[src/rtl/jtopl_slot_sched.sv]
// -----------------------------------------------------------------------------
// jtopl_slot_sched
//
// Slot sequencer and register-write scheduler for the JTOPL operator pipeline.
// A free-running slot index steps once per clock enable and is decoded into the
// group / sub-slot / operator / channel fields used by the per-slot shift
// register stages. One host register write at a time is held here until the
// pipeline reaches the targeted slot. It is then offered to the slot register
// file for exactly one slot period.
//
// Ports
//   rst       synchronous, active-high reset
//   clk       clock; all state changes on the rising edge
//   cen       clock enable; one slot advance per enabled cycle
//   wr        write request, sampled on every clk edge (not cen-gated)
//   wr_glb    write targets a global (non-slot) register
//   wr_slot   target slot 0..SLOTS-1 (ignored for global writes)
//   wr_sel    register field selector
//   wr_data   write data
//   busy      a write is pending; new requests are ignored
//   slot      current slot 0..SLOTS-1
//   group     slot / 6
//   sub       slot % 6
//   op        1 for carrier (sub >= 3), 0 for modulator
//   ch        group*3 + sub%3
//   zero      high for the slot period in which slot==0, after a wrap
//   upd_en    pending write is valid for the current slot period
//   upd_glb, upd_sel, upd_slot, upd_data
//             latched write fields; qualified only by upd_en
// -----------------------------------------------------------------------------
module jtopl_slot_sched #(
  parameter int SLOTS = 18,
  parameter int DW    = 8
) (
  input  logic          rst,
  input  logic          clk,
  input  logic          cen,
  input  logic          wr,
  input  logic          wr_glb,
  input  logic [4:0]    wr_slot,
  input  logic [2:0]    wr_sel,
  input  logic [DW-1:0] wr_data,
  output logic          busy,
  output logic [4:0]    slot,
  output logic [1:0]    group,
  output logic [2:0]    sub,
  output logic          op,
  output logic [3:0]    ch,
  output logic          zero,
  output logic          upd_en,
  output logic          upd_glb,
  output logic [2:0]    upd_sel,
  output logic [4:0]    upd_slot,
  output logic [DW-1:0] upd_data
);

  localparam logic [4:0] LAST_SLOT = 5'(SLOTS - 1);
  localparam logic [4:0] NUM_SLOTS = 5'(SLOTS);

  logic wr_valid;  // request addresses something that exists
  logic accept;    // request is taken at this edge
  logic apply;     // pending write is consumed at this edge

  // ---------------------------------------------------------------------------
  // Slot sequencer
  // ---------------------------------------------------------------------------
  // NOTE: every clocked process uses non-blocking assignments so that all
  // registers sample pre-edge values regardless of process evaluation order.
  always_ff @(posedge clk) begin
    if (rst) begin
      slot <= '0;
      zero <= 1'b0;
    end else if (cen) begin
      slot <= (slot == LAST_SLOT) ? 5'd0 : slot + 5'd1;
      // zero marks the slot-0 period that follows a wrap, not the reset one.
      zero <= (slot == LAST_SLOT);
    end
  end

  // ---------------------------------------------------------------------------
  // Slot decodes (combinational from the registered slot)
  // ---------------------------------------------------------------------------
  always_comb begin
    group = 2'(slot / 5'd6);
    sub   = 3'(slot % 5'd6);
    op    = (sub >= 3'd3);
    ch    = 4'(group) * 4'd3 + 4'(sub % 3'd3);
  end

  // ---------------------------------------------------------------------------
  // Write scheduler
  // ---------------------------------------------------------------------------
  // Out-of-range slot targets are dropped at the door so they can never sit
  // pending forever waiting for a slot that never comes.
  assign wr_valid = wr_glb | (wr_slot < NUM_SLOTS);

  // A request that lands while busy is lost, including on the apply edge: the
  // decision uses the pre-edge busy value.
  assign accept = wr & ~busy & wr_valid;

  // Global writes do not wait for a slot; slot writes wait for their period.
  assign upd_en = busy & (upd_glb | (slot == upd_slot));

  // The consumer samples upd_* on this same cen edge.
  assign apply = cen & upd_en;

  // NOTE: the latched fields are reset as well even though upd_en qualifies
  // them, so the outputs are deterministic from reset onward.
  always_ff @(posedge clk) begin
    if (rst) begin
      busy     <= 1'b0;
      upd_glb  <= 1'b0;
      upd_sel  <= '0;
      upd_slot <= '0;
      upd_data <= '0;
    end else if (accept) begin
      busy     <= 1'b1;
      upd_glb  <= wr_glb;
      upd_sel  <= wr_sel;
      upd_slot <= wr_slot;
      upd_data <= wr_data;
    end else if (apply) begin
      // Fields keep their last value; only busy is released.
      busy     <= 1'b0;
    end
  end

endmodule

[config.mk]
export PLATFORM = sky130hd
export DESIGN_NAME = jtopl_slot_sched
export DESIGN_NICKNAME = d
export VERILOG_FILES = /design/src/rtl/jtopl_slot_sched.sv
export SDC_FILE = /design/constraint.sdc
export NUM_CORES = 1
export LEC_CHECK = 0
export BUFFER_PORTS_ARGS = -buffer_cell sky130_fd_sc_hd__buf_4
export CORE_MARGIN = 2
export CORE_UTILIZATION = 49
export CTS_CLUSTER_SIZE = 20
export DETAILED_ROUTE_END_ITERATION = 6
export PLACE_DENSITY_LB_ADDON = 0.15
export SLEW_MARGIN = 20
export SYNTH_ARGS = -nofsm -noshare
export SYNTH_HDL_FRONTEND = slang
export SYNTH_SLANG_ARGS = --single-unit
[constraint.sdc]
create_clock -name clk -period 5.6 [get_ports clk]
set_input_delay 0.56 -clock clk [delete_from_list [all_inputs] [get_ports clk]]
set_output_delay 0.56 -clock clk [all_outputs]
set_load 0.01 [all_outputs]
==> impl_metrics.env <==
export IMPL_finalCriticalPeriod_ns=5.32
export IMPL_wl_per_cell_um=13.7
export IMPL_power_leakage_uw=0.00104
export IMPL_final_hold_viol_count=0
export IMPL_cp_num_cells=23
export IMPL_ant_nets=0
export IMPL_wirelength_um=3360
export IMPL_remaining_drc_errors=1
export IMPL_fin_skew_ns=0.00457
export IMPL_ys_seq_area_share_pct=32.5
export IMPL_pre_cts_slack_ns=0.0756
export IMPL_fmax_ghz=0.188
export IMPL_viasPerCell=5.27
export IMPL_die_area_um2=3470
export IMPL_clkTransAtPathRegs_ns=0.12
export IMPL_cts_made_buffers=3
export IMPL_drt_iter0_drc=41
export IMPL_startpoint="slot[4]"
export IMPL_netlist_instances=158
export IMPL_required_ns=5.04
export IMPL_synthTopCellsByArea="dfxtp_1 (32%), mux2i_1 (12%), ha_1 (9.3%)"
export IMPL_syn_to_final_growth_pct=37.1
export IMPL_rr_endpoint="upd_slot[3]"
export IMPL_synth_nets=192
export IMPL_port_buffers=55
export IMPL_dp_hpwl_um=2620
export IMPL_cts_root_buffer="clkbuf_4"
export IMPL_maxCapViolCount=0
export IMPL_grt_pass1_wl_um=5600
export IMPL_final_cell_mix="buf_4 (64), nor2_1 (24), dfxtp_1 (22)"
export IMPL_ys_flop_type="dfxtp_1"
export IMPL_startpoint_type="flop"
export IMPL_crit_buf_inv=3
export IMPL_ir_drop_uv=161
export IMPL_drt_pass1_iterations=6
export IMPL_vias=1296
export IMPL_ys_warn_count=0
export IMPL_worstSetupPathType="flop to output port"
export IMPL_fin_nets=251
export IMPL_endpoint_kind="output port"
export IMPL_yosys_register_bits=24
export IMPL_cts_buffer_depth=2
export IMPL_yosys_area_top_type_share_pct=32.5
export IMPL_path_cells="and2b_4, nand2_2, ha_4, xnor2_1, and2_1, ha_1, a21oi_2, nand3_2, or3_4, xnor2_4, nor2_2, ha_2, ha_4, inv_2, o21ai_2, a22oi_2, fa_1, inv_1, ha_2, fa_2, xnor2_2, xnor2_1, buf_4"
export IMPL_synth_edff_count=0
export IMPL_clock_latency_ns=0.30
export IMPL_final_common_cell="buf_4"
export IMPL_r2r_start="busy"
export IMPL_drive_gt1_share_pct=44.2
export IMPL_drt_met1_wl_um=1400
export IMPL_violations="DRC"
export IMPL_postCtsHoldBufs=0
export IMPL_wl_met3_um=146
export IMPL_tightestPinTransition_ns=1.07
export IMPL_htreeDepth=1
export IMPL_routabilityCongestion=0.892
export IMPL_diodes=0
export IMPL_maxSlewViolCount=0
export IMPL_layout_setup_ws_ns=0.276
export IMPL_grt_pass1_vias=1351
export IMPL_hold_depth=2
export IMPL_fp_dieW_um=58.9
export IMPL_grt_overflow_total=0
export IMPL_max_slew_margin_pct=28.7
export IMPL_antenna_found_initial=0
export IMPL_synth_area_leader_cell="dfxtp_1"
export IMPL_cp_endpoint="ch[3]"
export IMPL_hold_path_class="flop to flop"
export IMPL_critPathMaxFanout=6
export IMPL_floorplan_initialDensity_pct=52.7
export IMPL_reg2reg_depth=3
export IMPL_route_met2_wl_um=1770
export IMPL_powerDensity_nw_per_um2=184
export IMPL_avgSynthCellArea_um2=9.36
export IMPL_placementRows=19
export IMPL_core_um2=2810
export IMPL_worst_path_max_delay_cell="fa_1"
export IMPL_topRoutingLayerUsed="met4"
export IMPL_cp_top_family="adder cells"
export IMPL_grt_max_degree=21
export IMPL_fin_crit_sh_pct=95.1
export IMPL_syn_area_um2=1480
export IMPL_finalSetupTns_ns=0
export IMPL_track_usage_pct=20.5
export IMPL_cp_arrival_ns=4.76
export IMPL_outcome="complete, but fails checks"
export IMPL_clock_sinks=24
export IMPL_async_flop_share_pct=0
export IMPL_yosys_cell_types_count=43
export IMPL_ioPinCount=56
export IMPL_r2r_slack_ns=3.87
export IMPL_cts_tree="yes"
export IMPL_die_h_um=58.9
export IMPL_max_stage_delay_ns=0.48
export IMPL_finalSetupViolCount=0
==> state kept, by name (all words and copies together) (netlist names) <==
register,count
busy,1
upd_slot,5
upd_sel,3
upd_data,8
upd_glb,1
slot,5
zero,1
==> worst register-to-register path: cells and delay by family (launching register included) <==
kind             cells  cell delay [ns]
flip-flops           1             0.36
multiplexers         1             0.40
AND/OR/NAND/NOR      2             0.87
==> logic make-up after synthesis <==
group | Yosys count | share of synthesized area, %
AOI/OAI and AO/OA | 17 | 8.38
buffers and inverters | 22 | 6.94
muxes | 17 | 11.5
and+or+nand+nor | 51 | 19.1
adders and majority gates | 13 | 12.0
DFF | 24 | 32.5
xor gates and xnor gates | 14 | 9.56
==> per-stage QoR <==
stage,hold slack (ns),area [µm²],total power [µW],instances,util [%]
after global routing,0.476,2030,394,246,72.3
after global placement,0.450,1900,299,238,67.8
after floorplan,0.481,1480,255,158,-
after CTS,0.476,1940,374,241,69.3
final,0.477,2030,372,246,72.3
after detailed placement,0.465,1900,302,238,67.8
==> cell type report <==
class                   instances  area [µm²]
inverters                      12        45.0
fillers                       213         778
multi-input cells             112         955
repair buffers                 64         480
well taps                      31        38.8
clock buffers                   3        22.5
flip-flops and latches         24         485
==> synth_stat cells, types with 2 or more instances <==
master and count:
inv_1 9, o21ai_2 2, nand4_1 2, xnor2_1 8, a21oi_1 5, and2_1 2, nor2_1 25, nor3_1 2
nand2b_1 2, clkbuf_1 4, mux2i_1 17, xor2_1 5, dfxtp_1 24, nand2_1 5, nor2b_1 2, inv_2 3
buf_4 3, fa_1 2, o21ai_0 2, ha_1 11
==> routing by layer <==
metal / global-route usage, % / vias to the layer above
met2: 36.7 / 37
met3: 2.64 / 6
li1: - / 639
met4: 9.42 / 0
met1: 24.2 / 614
met5: 0 / -
==> repair_timing <==
action                     in CTS  in global routing
setup endpoints to repair       2                  2
setup buffers                   0                  5
pin swaps                       1                 10
resized for setup               5                 12
==> power breakdown <==
group          internal [µW]  switching (µW)
sequential               181            7.01
clock                   25.1            45.8
combinational           58.6            55.0
total                    264             108
==> how the worst min path moves through the flow <==
stage                           from          end  slack, ns
after floorplan                 zero         zero       0.48
after global placement          zero         zero       0.45
after detailed placement        zero         zero       0.46
after CTS                 wr_data[7]  upd_data[7]       0.48
after global routing      wr_data[4]  upd_data[4]       0.48
final                           zero         zero       0.48
(Power assumes the default switching activity.)
